==> src/rtl/vga_sync_decoder.sv <==
// rtl/vga_sync_decoder.sv - recovers pixel coordinates, pixel data and lock status from VGA sync timing
module vga_sync_decoder #(
    parameter int H_ACTIVE    = 640,
    parameter int H_TOTAL     = 800,
    parameter int H_SYNC      = 96,
    parameter int H_POST      = 48,
    parameter int V_ACTIVE    = 480,
    parameter int V_TOTAL     = 525,
    parameter int V_SYNC      = 2,
    parameter int V_POST      = 10,
    parameter bit SYNC_POL    = 1'b1,
    parameter int LOCK_FRAMES = 2
) (
    input  logic        clk_100MHz,
    input  logic        reset,
    input  logic        p_tick,
    input  logic        hsync,
    input  logic        vsync,
    input  logic [11:0] rgb_in,
    output logic [9:0]  x,
    output logic [9:0]  y,
    output logic [11:0] pix_rgb,
    output logic        pix_valid,
    output logic        frame_start,
    output logic        locked,
    output logic        err,
    output logic [7:0]  err_cnt
);

    localparam int H_START = H_SYNC + H_POST;
    localparam int V_START = V_SYNC + V_POST;

    localparam logic [10:0] H_FIRST    = 11'(H_START);
    localparam logic [10:0] H_LAST     = 11'(H_START + H_ACTIVE - 1);
    localparam logic [10:0] H_LINE_END = 11'(H_TOTAL - 1);
    localparam logic [9:0]  V_FIRST    = 10'(V_START);
    localparam logic [9:0]  V_LAST     = 10'(V_START + V_ACTIVE - 1);
    localparam logic [9:0]  V_FRAME    = 10'(V_TOTAL);
    localparam logic [7:0]  GOOD_LOCK  = 8'(LOCK_FRAMES);

    typedef enum logic [1:0] {
        SEARCH = 2'd0,
        TRACK  = 2'd1,
        LOCKED = 2'd2
    } state_t;

    state_t      state;
    state_t      state_nx;
    logic [7:0]  good;
    logic [7:0]  good_nx;
    logic [7:0]  good_inc;
    logic [10:0] hcnt;
    logic [10:0] hcnt_nx;
    logic [9:0]  vline;
    logic [9:0]  vline_nx;
    logic [9:0]  x_nx;
    logic [9:0]  y_nx;
    logic        hs_prev;
    logic        vs_prev;
    logic        h_seen;
    logic        v_seen;
    logic        h_edge;
    logic        v_edge;
    logic        line_err;
    logic        frame_err;
    logic        tick_err;
    logic        active;

    assign locked = (state == LOCKED);

    // Edge detection, next counter values and the timing checks for the current tick.
    // A line/frame measurement is only trusted once a previous edge has been seen.
    always_comb begin
        h_edge = (hsync == SYNC_POL) && (hs_prev != SYNC_POL);
        v_edge = (vsync == SYNC_POL) && (vs_prev != SYNC_POL);

        hcnt_nx = hcnt;
        if (h_edge) begin
            hcnt_nx = '0;
        end else if (hcnt != 11'h7FF) begin
            hcnt_nx = hcnt + 11'd1;
        end

        // A vsync edge on the same tick as an hsync edge starts the frame on line 1.
        vline_nx = vline;
        if (v_edge) begin
            vline_nx = h_edge ? 10'd1 : 10'd0;
        end else if (h_edge && (vline != 10'h3FF)) begin
            vline_nx = vline + 10'd1;
        end

        line_err  = p_tick && h_edge && h_seen && (hcnt != H_LINE_END);
        frame_err = p_tick && v_edge && v_seen && (vline != V_FRAME);
        tick_err  = (line_err || frame_err) && (state != SEARCH);

        active = p_tick &&
                 (hcnt_nx >= H_FIRST) && (hcnt_nx <= H_LAST) &&
                 (vline_nx >= V_FIRST) && (vline_nx <= V_LAST);
        x_nx   = 10'(hcnt_nx - H_FIRST);
        y_nx   = vline_nx - V_FIRST;
    end

    // Lock FSM next state: acquire on a vsync edge, count clean frames, drop on any error.
    always_comb begin
        state_nx = state;
        good_nx  = good;
        good_inc = good + 8'd1;
        if (p_tick) begin
            case (state)
                SEARCH: begin
                    if (v_edge) begin
                        state_nx = TRACK;
                        good_nx  = '0;
                    end
                end
                TRACK, LOCKED: begin
                    if (tick_err) begin
                        state_nx = SEARCH;
                        good_nx  = '0;
                    end else if ((state == TRACK) && v_edge && v_seen) begin
                        good_nx = good_inc;
                        if (good_inc >= GOOD_LOCK) begin
                            state_nx = LOCKED;
                        end
                    end
                end
                default: begin
                    state_nx = SEARCH;
                    good_nx  = '0;
                end
            endcase
        end
    end

    // Lock FSM state register.
    always_ff @(posedge clk_100MHz or negedge reset) begin
        if (!reset) begin
            state <= SEARCH;
            good  <= '0;
        end else begin
            state <= state_nx;
            good  <= good_nx;
        end
    end

    // Tick-qualified counters, sync history, error accounting and pixel capture.
    always_ff @(posedge clk_100MHz or negedge reset) begin
        if (!reset) begin
            hs_prev     <= ~SYNC_POL;
            vs_prev     <= ~SYNC_POL;
            hcnt        <= '0;
            vline       <= '0;
            h_seen      <= 1'b0;
            v_seen      <= 1'b0;
            err         <= 1'b0;
            err_cnt     <= '0;
            pix_valid   <= 1'b0;
            frame_start <= 1'b0;
            x           <= '0;
            y           <= '0;
            pix_rgb     <= '0;
        end else begin
            pix_valid   <= 1'b0;
            frame_start <= 1'b0;
            if (p_tick) begin
                hs_prev <= hsync;
                vs_prev <= vsync;
                hcnt    <= hcnt_nx;
                vline   <= vline_nx;

                // Falling back to SEARCH discards line/frame history.
                if (tick_err) begin
                    h_seen <= 1'b0;
                    v_seen <= 1'b0;
                end else begin
                    if (h_edge) h_seen <= 1'b1;
                    if (v_edge) v_seen <= 1'b1;
                end

                if (tick_err) begin
                    err <= 1'b1;
                    if (err_cnt != 8'hFF) begin
                        err_cnt <= err_cnt + 8'd1;
                    end
                end

                if (active && (state == LOCKED) && !tick_err) begin
                    pix_valid   <= 1'b1;
                    x           <= x_nx;
                    y           <= y_nx;
                    pix_rgb     <= rgb_in;
                    frame_start <= (x_nx == 10'd0) && (y_nx == 10'd0);
                end
            end
        end
    end

endmodule

==> config.mk <==
export PLATFORM = sky130hd
export DESIGN_NAME = vga_sync_decoder
export DESIGN_NICKNAME = d
export VERILOG_FILES = /design/src/rtl/vga_sync_decoder.sv
export SDC_FILE = /design/constraint.sdc
export NUM_CORES = 1
export LEC_CHECK = 0
export ABC_AREA = 1
export CAP_MARGIN = 20
export CORE_UTILIZATION = 45
export DETAILED_ROUTE_END_ITERATION = 8
export DONT_BUFFER_PORTS = 1
export SYNTH_ARGS = -nofsm -noshare
export SYNTH_HDL_FRONTEND = slang
export SYNTH_SLANG_ARGS = --single-unit
==> constraint.sdc <==
create_clock -name clk_100MHz -period 2.4 [get_ports clk_100MHz]
set_input_delay 0.48 -clock clk_100MHz [delete_from_list [all_inputs] [get_ports clk_100MHz]]
set_output_delay 0.48 -clock clk_100MHz [all_outputs]
set_load 0.01 [all_outputs]
Yosys cells after proc, flatten, opt, wreduce, memory -nomap -nowiden
Index checks and enable logic that the tools add are counted.

operators by class
  add/subtract/negate cells = 6
  order comparisons = 5
  equality and inequality tests = 10
  mux-type cells = 22
  bitwise operators = 2
  reductions and logical operators = 35

operator list
  cell                                                                                number
  8-bit two-way mux                                                                   3
  11-bit two-way mux                                                                  2
  10-bit zero test                                                                    2
  10-bit two-way mux                                                                  2
  10-bit inequality test, second input constant                                       2
  1-bit logical AND                                                                   19
  8-bit by 1-bit adder with 8-bit output, second input constant                       2
  8-bit case mux with 2 select lines                                                  1
  11-bit by 1-bit adder with 11-bit output, second input constant                     1
  11-bit by 8-bit >= comparator with 1-bit output, second input constant              1
  11-bit by 10-bit less-or-equal comparator with 1-bit output, second input constant  1
  11-bit by 10-bit inequality test with 1-bit output, second input constant           1
  11-bit inequality test, second input constant                                       1
  10-bit by 1-bit adder with 10-bit output, second input constant                     1
  10-bit by 4-bit >= comparator with 1-bit output, second input constant              1
  10-bit by 9-bit less-or-equal comparator with 1-bit output, second input constant   1
  10-bit by 4-bit subtractor with 10-bit output, second input constant                1
  10-bit by 8-bit subtractor with 10-bit output, second input constant                1
  1-bit two-way mux                                                                   9
  8-bit by 2-bit >= comparator with 1-bit output, second input constant               1
  2-bit two-way mux                                                                   4
  8-bit inequality test, second input constant                                        1
  2-bit AND reduction                                                                 4
  3-bit inequality test, second input constant                                        2
  12 further kinds                                                                    16

word-level totals
  bits in registers = 78
  bits of input ports = 17
  output and inout port bits = 44
  word-level logic and storage cells = 95

Longest topological paths before layout
Gate-level depths: netlist of run 1.

  depth in word-level cells = 12
  mapped depth = 20
  mapped depth without buffers = 19

Worst setup path after synthesis of run 1
OpenSTA, ideal clock, no wires.

  path kind = register to register
  start point = register vline[0]
  end point = register x[0]
  library setup time = 117 ps
  arrival time = 2406 ps
  data required time = 2283 ps
  slack = -123 ps
  cell stages (with the launch flop) = 19
  path buffers = 1
  clock period less this slack = 2523 ps
  cells stage by stage = dfrtp_1 > ha_1 > nand3_2 > nor2_4 > nand2_4 > nand2_4 > nand2_1 > nand3_1 > inv_1 > ha_1 > inv_1 > nand2_2 > nand3_1 > nor2_2 > nor2_8 > nand3_4 > buf_8 > nand2_2 > nand2_1

between the ends
  word-level cells in the longest chain between the ends = 10
  elaborated cells between the ends (all ways) = 17
  classes of those cells = 1 x add/sub; 2 x order compare; 2 x eq/ne; 2 x mux; 10 x reduce/logical

ends and longest elaborated chain
  what                                                                              line  RTL
  from (decl)                                                                       54    logic [9:0] vline;
  from (signal assigned)                                                            169   vline <= vline_nx;
  branches (longest 2 deep; another with 10-bit by 1-bit adder with 10-bit output)  --
  10-bit two-way mux *                                                              88    end else if (h_edge && (vline != 10'h3FF)) begin
  10-bit two-way mux *                                                              86    if (v_edge) begin
  net vline_nx[2]                                                                   55    logic [9:0] vline_nx;
  10-bit by 4-bit >= comparator with 1-bit output                                   98    (vline_nx >= V_FIRST) && (vline_nx <= V_LAST);
  1-bit logical AND                                                                 97    (hcnt_nx >= H_FIRST) && (hcnt_nx <= H_LAST) &&
  1-bit logical AND *                                                               98
  1-bit logical AND * (2 in a row)                                                  187   if (active && (state == LOCKED) && !tick_err) begin
  2-bit AND reduction (no line) *                                                   --
  to (signal assigned)                                                              189   x <= x_nx;
  to (decl)                                                                         20    output logic [9:0] x,

Mark *: on every way through the listed nets, which the timed path passes.
A chain may end at the register's enable or synchronous reset.

Worst setup path in the final report of run 1
  start point = register vline[0]
  end point = register pix_rgb[5]

between the ends
  word-level cells in the longest chain between the ends = 10
  elaborated cells between the ends (all ways) = 17
  classes of those cells = 1 x add/sub; 2 x order compare; 2 x eq/ne; 2 x mux; 10 x reduce/logical

ends and longest elaborated chain
  what                                                                              line  RTL
  branches (longest 8 deep; another with 10-bit by 1-bit adder with 10-bit output)  --
  1-bit logical AND *                                                               187
  2-bit AND reduction (no line) *                                                   --
  to (signal assigned)                                                              191   pix_rgb <= rgb_in;
  to (decl)                                                                         22    output logic [11:0] pix_rgb,

Every way passes the cells marked *.

==> summary.txt, run 1 <==
Comb power frac: 0.247
total iterations of the first detailed-routing run: 5
clock share of power: 0.328
Skew-Pair Late Insertion Delay: 370 ps
crit path kind: reg2reg
ant diodes: 0
Synth warnings: 0
non-filler instance count after layout: 862
violated checks: negative hold slack, negative setup slack
Worst Path Max Fanout: 6
share of cells above drive strength 1: 0.274
placed inst area: 5390 um2
setup TNS: -567 ps
switching power: 0.00120 W
Critical Path, Cell by Cell: ha_4 -> nand3_4 -> nor2_4 -> buf_4 -> a21oi_4 -> buf_6 -> nor2_1 -> nor2_2 -> nand2_1 -> o21ai_2 -> nor2_4 -> nor2_8 -> nand3_4 -> clkbuf_16 -> nand2_1 -> nand2_1
Worst Path Arrival: 2700 ps
routed wire length: 12300 um
drc violations: 0
status: finished, violations left
DIE AREA: 11100 um2
TritonCTS Buffers: 9
worst slack, placed: -88.1 ps
final hold vios: 15
Final Max Tran Viols: 0
fin crit share: 1.02
post-route ant nets: 0
Synth Area per Inst: 7.39 um2
Root Driver: clkbuf_8
maximum clock insertion buffer count: 2
gr ovfl total: 0
commonest non-fill, non-tap cell in the layout: nand2_1
Post-Route Skew: 11.7 ps
CTS clk-pin slew, worst paths: 90 ps
DR WL/cell: 14.2 um
sequential area share after synthesis: 0.405
internal power: 0.00249 W
Max Fclk: 410 MHz
Syn Std Cell Area: 4820 um2
via count: 4478
Die Wd: 105 um
Worst path max stage delay: 430 ps
Max rail drop VDD: 0.400 mV
GRT Total Usage: 0.229
vias per cell: 5.19
DPL Wire Length: 8610 um
Crit path buffers/inverters: 3
# placed instances: 829
Power Dens Cells: 596 nW/um2
ys async rst share: 1.00
Synth cell types: 36
Most used DFF post-synth: dfrtp_1
CTS tree: yes
Starting Density: 0.465
commonest cells after routing, fill and taps aside: 184 x nand2_1, 76 x dfrtp_1, 67 x buf_4
post-route cell area: 6190 um2
Sw Share: 0.325
floorplan row count: 37
final setup fails: 32
gpl congestion: 0.857
Filler cells: 968
most frequent CP cell: nand2_1
NumNets Final: 754
crit end category: flop
largest net degree at the start of global routing: 79
port bufs: 0
type of the worst min-delay path: in2async
Worst Slack Setup Final: -36.3 ps
syn nets: 685
vias in the first global route: 4187
MaxCap Viol Count: 0
first-pass GRT wire length: 20300 um
slew of the pin with the lowest slew margin: 425 ps
stages on the worst setup path: 16
IO Count: 61
critical path required time: 2660 ps
die span in y: 105 um
Slowest cell on crit path: dfrtp_2
Critical Path Start Type: flop
CP top delay family: simple AND/OR/NAND/NOR gates
number of synthesized flops with an enable pin: 0
Mapped Cells: 652
Layout area overhead: 28.4%
synthesized flop and latch total: 78
max_slew headroom: 0.716
H-tree Lvls: 3
R2R depth: 16
initial antenna violation count: 0
RSZ-0062 raised after global routing: yes
CTS Sinks: 78
leakage power: 3.16 nW
drt initial violations: 234
Seq pwr share: 0.425
hold_ws: -39.5 ps
Core Region: 10400 um2
Final min period: 2440 ps
power groups by stage:
stage          clock network (W)  registers, W  logic [W]
6_report                 0.00121       0.00157   0.000911
2_1_floorplan                  0       0.00157   0.000537
3_3_place_gp                   0       0.00158   0.000759
4_1_cts                  0.00124       0.00157   0.000827
3_5_place_dp                   0       0.00159   0.000777
5_1_grt                  0.00130       0.00159    0.00105
logic make-up (layout without fill, tap and decap cells):
logic type               Yosys count  after routing  share of synthesized area
XOR/XNOR                          12             12                     0.0218
multiplexers                       1              1                    0.00234
buffers and inverters             97            171                     0.0859
adder cells (fa/ha/maj)           16             16                     0.0415
AND/OR/NAND/NOR                  397            397                      0.387
flip-flops                        78             78                      0.405
AO/OA/AOI/OAI                     51             51                     0.0566
worst register-to-register path: stages, from the launching register on:
cell and delay [ps]:
dfrtp_2 430, ha_4 170, nand3_4 90, nor2_4 50, buf_4 140, a21oi_4 130
buf_6 120, nor2_1 50, nor2_2 130, nand2_1 90, o21ai_2 210, nor2_4 80
nor2_8 130, nand3_4 200, clkbuf_16 220, nand2_1 60, nand2_1 50
synthesized netlist by cell type (all sizes together), types with 2 or more instances:
cell | instances | share of area
nor2 | 50 | 0.051
o22ai | 4 | 0.0052
o21ai | 35 | 0.036
dfrtp | 78 | 0.41
nand4 | 47 | 0.061
o21bai | 2 | 0.0031
nor3 | 6 | 0.0062
nand3 | 57 | 0.071
xnor2 | 4 | 0.0073
xor2 | 8 | 0.015
ha | 16 | 0.042
nand2 | 234 | 0.19
inv | 74 | 0.058
clkbuf | 4 | 0.0031
a21oi | 8 | 0.0091
buf | 18 | 0.024
metrics by stage:
step                 util  total power (W)
global route        0.597          0.00394
floorplan               -          0.00210
CTS                 0.557          0.00364
finish              0.597          0.00369
detailed placement  0.520          0.00237
global placement    0.520          0.00234
layer usage:
metal / routed length (um) / up-vias / GRT usage
met4: 131 / 0 / 0.0533
met3: 546 / 11 / 0.0656
li1: - / 2255 / -
met5: 0 / - / 0
met1: 5670 / 2124 / 0.304
met2: 5920 / 88 / 0.370
final timing paths:
| kind | from | end | slack, ps |
|---|---|---|---|
| setup / recovery | vline[0] | pix_rgb[5] | -40 |
| hold / removal | reset | hcnt[0] | -40 |
| setup reg to reg | vline[0] | pix_rgb[5] | -40 |
| hold reg to reg | good[7] | good[7] | 520 |
| max in group asynchronous | reset | hcnt[2] | 2040 |
| min in group clk_100MHz | p_tick | vline[9] | 200 |
repair_timing:
| action | CTS | global route |
|---|---|---|
| pin swaps | 7 | 18 |
| gates resized for setup | 17 | 71 |
| hold buffers | 1 | 0 |
| setup buffers | 4 | 7 |
| endpoints found under the hold margin | 78 | 0 |
| setup endpoints to repair | 35 | 42 |
| cloned | 1 | 4 |
layout make-up:
cell class / instances / area (um2) / area share
Inverter: 75 / 292 / 0.0471
Multi-Input combinational cell: 477 / 2760 / 0.445
Sequential cell: 78 / 1950 / 0.316
Clock buffer: 9 / 124 / 0.0200
Tap cell: 136 / 170 / 0.0275
Clock inverter: 7 / 121 / 0.0196
Timing Repair Buffer: 80 / 772 / 0.125
registers in the layout, summed over array words and instances, names as in the netlist, 2 cells and up:
name,cells
err_cnt,8
good,8
hcnt,11
pix_rgb,12
state,2
vline,10
x,10
y,10
No activity file was read; power rests on OpenSTA's default activity.
==> run 2, diff against run 1 <==
--- a/config.mk
+++ b/config.mk
@@ -6,10 +6,11 @@
 export NUM_CORES = 1
 export LEC_CHECK = 0
 export ABC_AREA = 1
-export CAP_MARGIN = 20
 export CORE_UTILIZATION = 45
+export CTS_BUF_LIST = sky130_fd_sc_hd__clkbuf_4
 export DETAILED_ROUTE_END_ITERATION = 8
 export DONT_BUFFER_PORTS = 1
+export SETUP_SLACK_MARGIN = 0.1
 export SYNTH_ARGS = -nofsm -noshare
 export SYNTH_HDL_FRONTEND = slang
 export SYNTH_SLANG_ARGS = --single-unit
==> summary.txt, run 2 (same netlist as run 1, synthesis figures left out) <==
Regs by FF count: pix_rgb: 12 flops, hcnt: 11 flops (unchanged)
RSZ-0062 raised after global routing: yes (unchanged)
worst slack, placed: -55.5 ps (was -88.1 ps)
drc violations: 0 (unchanged)
Filler cells: 991 (was 968)
vias in the first global route: 4191 (was 4187)
vias per cell: 5.21 (was 5.19)
Final min period: 2340 ps (was 2440 ps)
Starting Density: 0.465 (unchanged)
placed inst area: 5300 um2 (was 5390 um2)
clock share of power: 0.223 (was 0.328)
H-tree Lvls: 3 (unchanged)
Worst path max stage delay: 440 ps (was 430 ps)
Final Max Tran Viols: 0 (unchanged)
Post-Route Skew: 13.4 ps (was 11.7 ps)
slew of the pin with the lowest slew margin: 406 ps (was 425 ps)
max FFs per register: 12 (unchanged)
post-layout util: 0.559 (was 0.597)
DPL Wire Length: 8390 um (was 8610 um)
max_slew headroom: 0.729 (was 0.716)
Reg-to-Reg Start: hcnt[1] (was vline[0])
Worst Path Arrival: 2680 ps (was 2700 ps)
type of the worst min-delay path: in2reg (was in2async)
Max Fclk: 428 MHz (was 410 MHz)
DR WL/cell: 13.9 um (was 14.2 um)
most frequent CP cell: nand2_1 (unchanged)
gr ovfl total: 0 (unchanged)
Slowest cell on crit path: dfrtp_1 (was dfrtp_2)
Layout area overhead: 20.3% (was 28.4%)
maximum clock insertion buffer count: 2 (unchanged)
Max rail drop VDD: 0.509 mV (was 0.400 mV)
GRT Total Usage: 0.220 (was 0.229)
post-route ant nets: 0 (unchanged)
Worst Path Max Fanout: 9 (was 6)
CTS clk-pin slew, worst paths: 130 ps (was 90 ps)
R2R depth: 17 (was 16)
critical path capture point: x[1] (was pix_rgb[5])
MaxCap Viol Count: 0 (unchanged)
port bufs: 0 (unchanged)
routed wire length: 11900 um (was 12300 um)
commonest non-fill, non-tap cell in the layout: nand2_1 (unchanged)
FF-to-FF setup slack: 60 ps (was -40 ps)
Seq pwr share: 0.494 (was 0.425)
Die Wd: 105 um (unchanged)
switching power: 0.00118 W (was 0.00120 W)
Sw Share: 0.370 (was 0.325)
final hold vios: 0 (was 15)
hold_ws: 129 ps (was -39.5 ps)
largest net degree at the start of global routing: 79 (unchanged)
critical path required time: 2740 ps (was 2660 ps)
floorplan row count: 37 (unchanged)
setup TNS: 0 ps (was -567 ps)
die span in y: 105 um (unchanged)
Core Region: 10400 um2 (unchanged)
crit path kind: reg2reg (unchanged)
beginning of the critical path: hcnt[1] (was vline[0])
final setup fails: 0 (was 32)
leakage power: 2.98 nW (was 3.16 nW)
internal power: 0.00200 W (was 0.00249 W)
Comb power frac: 0.284 (was 0.247)
status: finished clean (was finished, violations left)
Power Dens Cells: 549 nW/um2 (was 596 nW/um2)
total iterations of the first detailed-routing run: 5 (unchanged)
fin crit share: 0.974 (was 1.02)
min-delay src: p_tick
NumNets Final: 743 (was 754)
post-route cell area: 5790 um2 (was 6190 um2)
commonest cells after routing, fill and taps aside: 192 x nand2_1, 75 x dfrtp_1, 66 x inv_1 (was 184 x nand2_1, 76 x dfrtp_1, 67 x buf_4)
first-pass GRT wire length: 19500 um (was 20300 um)
gpl congestion: 0.885 (was 0.857)
DIE AREA: 11100 um2 (unchanged)
CTS tree: yes (unchanged)
Biggest register: pix_rgb (unchanged)
crit end category: flop (unchanged)
CTS Sinks: 78 (unchanged)
initial antenna violation count: 0 (unchanged)
Root Driver: clkbuf_4 (was clkbuf_8)
r2r endpoint: x[1] (was pix_rgb[5])
Critical Path Start Type: flop (unchanged)
Critical Path, Cell by Cell: ha_4 -> inv_2 -> nor2_4 -> nand3_4 -> buf_4 -> o21ai_1 -> nand2_2 -> nand2_1 -> nor2_1 -> nand2_1 -> nand3_2 -> nand2_4 -> nor2_8 -> nand3_4 -> clkbuf_16 -> nand2_2 -> nand2_1 (was ha_4 -> nand3_4 -> nor2_4 -> buf_4 -> a21oi_4 -> buf_6 -> nor2_1 -> nor2_2 -> nand2_1 -> o21ai_2 -> nor2_4 -> nor2_8 -> nand3_4 -> clkbuf_16 -> nand2_1 -> nand2_1)
TritonCTS Buffers: 9 (unchanged)
drt initial violations: 228 (was 234)
ant diodes: 0 (unchanged)
Worst Slack Setup Final: 61.2 ps (was -36.3 ps)
Skew-Pair Late Insertion Delay: 440 ps (was 370 ps)
IO Count: 61 (unchanged)
via count: 4436 (was 4478)
share of cells above drive strength 1: 0.242 (was 0.274)
run 2: changes by cell type in the layout (fill, tap and decap cells not counted), sizes merged:
cell / before / now
buf: 76 / 66
bufinv: 3 / 0
clkbuf: 13 / 11
clkinvlp: 0 / 2
dlygate4sd3: 0 / 1
inv: 74 / 75
run 2: critical path, delay by kind of cell (launching register included):
family / cells / cell delay (ps)
and+or+nand+nor: 12 / 1120
AOI/OAI and AO/OA: 1 / 70
DFF: 1 / 440
buffers and inverters: 3 / 420
adders and majority gates: 1 / 190
run 2: worst min path at each step:
stage / depth (start not counted) / to / slack (ps)
3_5_place_dp: 0 / hcnt[7] / 190
2_1_floorplan: 0 / err / 180
4_1_cts: 1 / vline[1] / 100
6_report: 1 / vline[9] / 130
3_3_place_gp: 0 / hcnt[3] / 190
5_1_grt: 1 / vline[9] / 100
run 2: final cells by class:
class	count	area [um2]	area share
well taps	136	170	0.0294
flip-flops and latches	78	1960	0.338
clock inverters	7	48.8	0.00842
clock buffers	9	67.6	0.0117
inverters	75	287	0.0494
repair buffers	69	608	0.105
multi-input cells	477	2660	0.459
run 2: routing by layer:
| layer | GRT usage | share of wire | vias up |
|---|---|---|---|
| met3 | 0.0427 | 0.045 | 22 |
| met4 | 0.0845 | 0.022 | 0 |
| met2 | 0.361 | 0.47 | 102 |
| met5 | 0 | 0 | - |
| li1 | - | - | 2231 |
| met1 | 0.286 | 0.46 | 2081 |
run 2: metrics by stage:
| step | total power [W] | cells |
|---|---|---|
| finish | 0.00318 | 851 |
| global route | 0.00341 | 851 |
| CTS | 0.00313 | 835 |
| detailed placement | 0.00237 | 814 |
| global placement | 0.00234 | 814 |
| floorplan | 0.00211 | 652 |
run 2: power groups by stage:
| stage | clock network, W | logic [W] | registers, W |
|---|---|---|---|
| 2_1_floorplan | 0 | 0.000546 | 0.00157 |
| 3_3_place_gp | 0 | 0.000756 | 0.00158 |
| 3_5_place_dp | 0 | 0.000780 | 0.00159 |
| 4_1_cts | 0.000742 | 0.000826 | 0.00156 |
| 5_1_grt | 0.000798 | 0.00103 | 0.00159 |
| 6_report | 0.000709 | 0.000903 | 0.00157 |
run 2: repair_timing:
| item | CTS | global route |
|---|---|---|
| endpoints found under the setup margin | 41 | 43 |
| gates resized for setup | 4 | 51 |
| pin swaps | 2 | 7 |
| buffers inserted | 3 | 14 |
| hold buffers | 2 | 0 |
| gates cloned | 0 | 2 |
| endpoints found under the hold margin | 78 | 0 |
==> run 3, diff against run 2 <==
--- a/config.mk
+++ b/config.mk
@@ -11,6 +11,7 @@
 export DETAILED_ROUTE_END_ITERATION = 8
 export DONT_BUFFER_PORTS = 1
 export SETUP_SLACK_MARGIN = 0.1
+export SKIP_LAST_GASP = 1
 export SYNTH_ARGS = -nofsm -noshare
 export SYNTH_HDL_FRONTEND = slang
 export SYNTH_SLANG_ARGS = --single-unit
==> summary.txt, run 3 (same netlist as run 1, synthesis figures left out) <==
busiest grt layer: met2 (unchanged)
CP top delay family: simple AND/OR/NAND/NOR gates (unchanged)
Worst Path Arrival: 2680 ps (about the same)
Reg-to-Reg Start: hcnt[1] (unchanged)
routed wire length: 11800 um (was 11900 um)
Biggest register: pix_rgb (unchanged)
GRT Total Usage: 0.220 (unchanged)
Regs by FF count: pix_rgb: 12 flops, hcnt: 11 flops (unchanged)
Root Driver: clkbuf_4 (unchanged)
CTS clk-pin slew, worst paths: 130 ps (about the same)
maximum clock insertion buffer count: 2 (unchanged)
most frequent CP cell: nand2_1 (unchanged)
final setup fails: 0 (unchanged)
CTS tree: yes (unchanged)
gr ovfl total: 0 (unchanged)
Worst path max stage delay: 440 ps (about the same)
Post-Route Skew: 13.3 ps (was 13.4 ps)
slew of the pin with the lowest slew margin: 407 ps (was 406 ps)
IO Count: 61 (unchanged)
drt initial violations: 234 (was 228)
overall power: 0.00318 W (about the same)
ant diodes: 0 (unchanged)
Crit path buffers/inverters: 3 (unchanged)
initial antenna violation count: 0 (unchanged)
Final min period: 2340 ps (about the same)
RSZ-0062 raised after global routing: yes (unchanged)
DPL Wire Length: 8390 um (unchanged)
leakage power: 2.98 nW (about the same)
vias in the first global route: 4191 (unchanged)
beginning of the critical path: hcnt[1] (unchanged)
Core Region: 10400 um2 (unchanged)
NumNets Final: 743 (unchanged)
drc violations: 0 (unchanged)
gpl congestion: 0.885 (unchanged)
min-delay src: p_tick (unchanged)
Skew-Pair Late Insertion Delay: 440 ps (about the same)
met3 GRT Util: 0.0427 (unchanged)
Worst Path Max Fanout: 9 (unchanged)
total iterations of the first detailed-routing run: 7 (was 5)
type of the worst min-delay path: in2reg (unchanged)
post-route ant nets: 0 (unchanged)
port bufs: 0 (unchanged)
met2 Usage GRT: 0.361 (unchanged)
share of cells above drive strength 1: 0.235 (was 0.242)
Max Fclk: 427 MHz (was 428 MHz)
MaxCap Viol Count: 0 (unchanged)
vias per cell: 5.22 (was 5.21)
setup TNS: 0 ps (unchanged)
Slowest cell on crit path: dfrtp_1 (unchanged)
crit end category: flop (unchanged)
Die Wd: 105 um (unchanged)
Power Dens Cells: 551 nW/um2 (was 549 nW/um2)
Starting Density: 0.465 (unchanged)
fin crit share: 0.975 (was 0.974)
via count: 4441 (was 4436)
critical path required time: 2740 ps (about the same)
Max rail drop VDD: 0.508 mV (was 0.509 mV)
largest net degree at the start of global routing: 79 (unchanged)
die span in y: 105 um (unchanged)
commonest cells after routing, fill and taps aside: 197 x nand2_1, 75 x dfrtp_1, 66 x inv_1 (was 192 x nand2_1, 75 x dfrtp_1, 66 x inv_1)
floorplan row count: 37 (unchanged)
Layout area overhead: 20.0% (was 20.3%)
CTS Sinks: 78 (unchanged)
commonest non-fill, non-tap cell in the layout: nand2_1 (unchanged)
Critical Path Start Type: flop (unchanged)
Final Max Tran Viols: 0 (unchanged)
grt met1 use: 0.286 (unchanged)
TritonCTS Buffers: 9 (unchanged)
crit path kind: reg2reg (unchanged)
max_slew headroom: 0.729 (about the same)
max FFs per register: 12 (unchanged)
DR WL/cell: 13.9 um (about the same)
status: finished clean (unchanged)
DIE AREA: 11100 um2 (unchanged)
final hold vios: 0 (unchanged)
first-pass GRT wire length: 19500 um (unchanged)
Critical Path, Cell by Cell: ha_4 -> inv_2 -> nor2_4 -> nand3_4 -> buf_4 -> o21ai_1 -> nand2_2 -> nand2_1 -> nor2_1 -> nand2_1 -> nand3_2 -> nand2_4 -> nor2_8 -> nand3_4 -> clkbuf_16 -> nand2_2 -> nand2_1 (unchanged)
H-tree Lvls: 3 (unchanged)
-- run 3: cell counts in the layout (fill, tap and decap cells not counted) --
Identical to the previous run, type by type.
-- run 3: routing by layer --
metal	vias to the layer above	share of wire
met5	-	0
met4	0	0.022
met3	24	0.046
met2	103	0.47
met1	2082	0.46
li1	2232	-
-- run 3: power breakdown --
part           switching (W)  leakage [nW]  internal (W)
Clock               0.000497        0.0576      0.000212
Combinational       0.000541          1.87      0.000362
Sequential          0.000141          1.05       0.00143
-- run 3: per-stage QoR --
| step | utilization | cell area, um2 | worst slack, ps | hold slack (ps) | instances |
|---|---|---|---|---|---|
| 2_1_floorplan | - | 4870 | 104 | 184 | 652 |
| 3_3_place_gp | 0.511 | 5300 | 13.5 | 187 | 814 |
| 3_5_place_dp | 0.511 | 5300 | -55.5 | 188 | 814 |
| 4_1_cts | 0.528 | 5480 | 55.2 | 100 | 835 |
| 5_1_grt | 0.558 | 5780 | -144 | 102 | 851 |
| 6_report | 0.558 | 5780 | 59.4 | 129 | 851 |
-- run 3: timing repair --
item,in CTS,in global routing
endpoints found under the setup margin,41,43
cloned,0,2
resized for setup,4,46
pin swaps,2,7
endpoints found under the hold margin,78,0
setup buffers,3,14
hold buffers,2,0
-- run 3: final cells by class --
class | count | area (um2)
sequential | 78 | 1960
tap | 136 | 170
multi-input combinational | 477 | 2650
clock inverter | 7 | 48.8
timing repair buffer | 69 | 608
inverter | 75 | 287
clock buffer | 9 | 67.6
fill | 993 | 4590
-- run 3: final timing paths --
check | endpoint | slack, ps | cells after the start
hold / removal | vline[9] | 130 | 1
setup reg to reg | x[1] | 60 | 17
min in group asynchronous | vline[8] | 630 | 2
max in group asynchronous | err_cnt[6] | 1430 | 2
hold reg to reg | h_seen | 530 | 2
setup / recovery | x[1] | 60 | 17
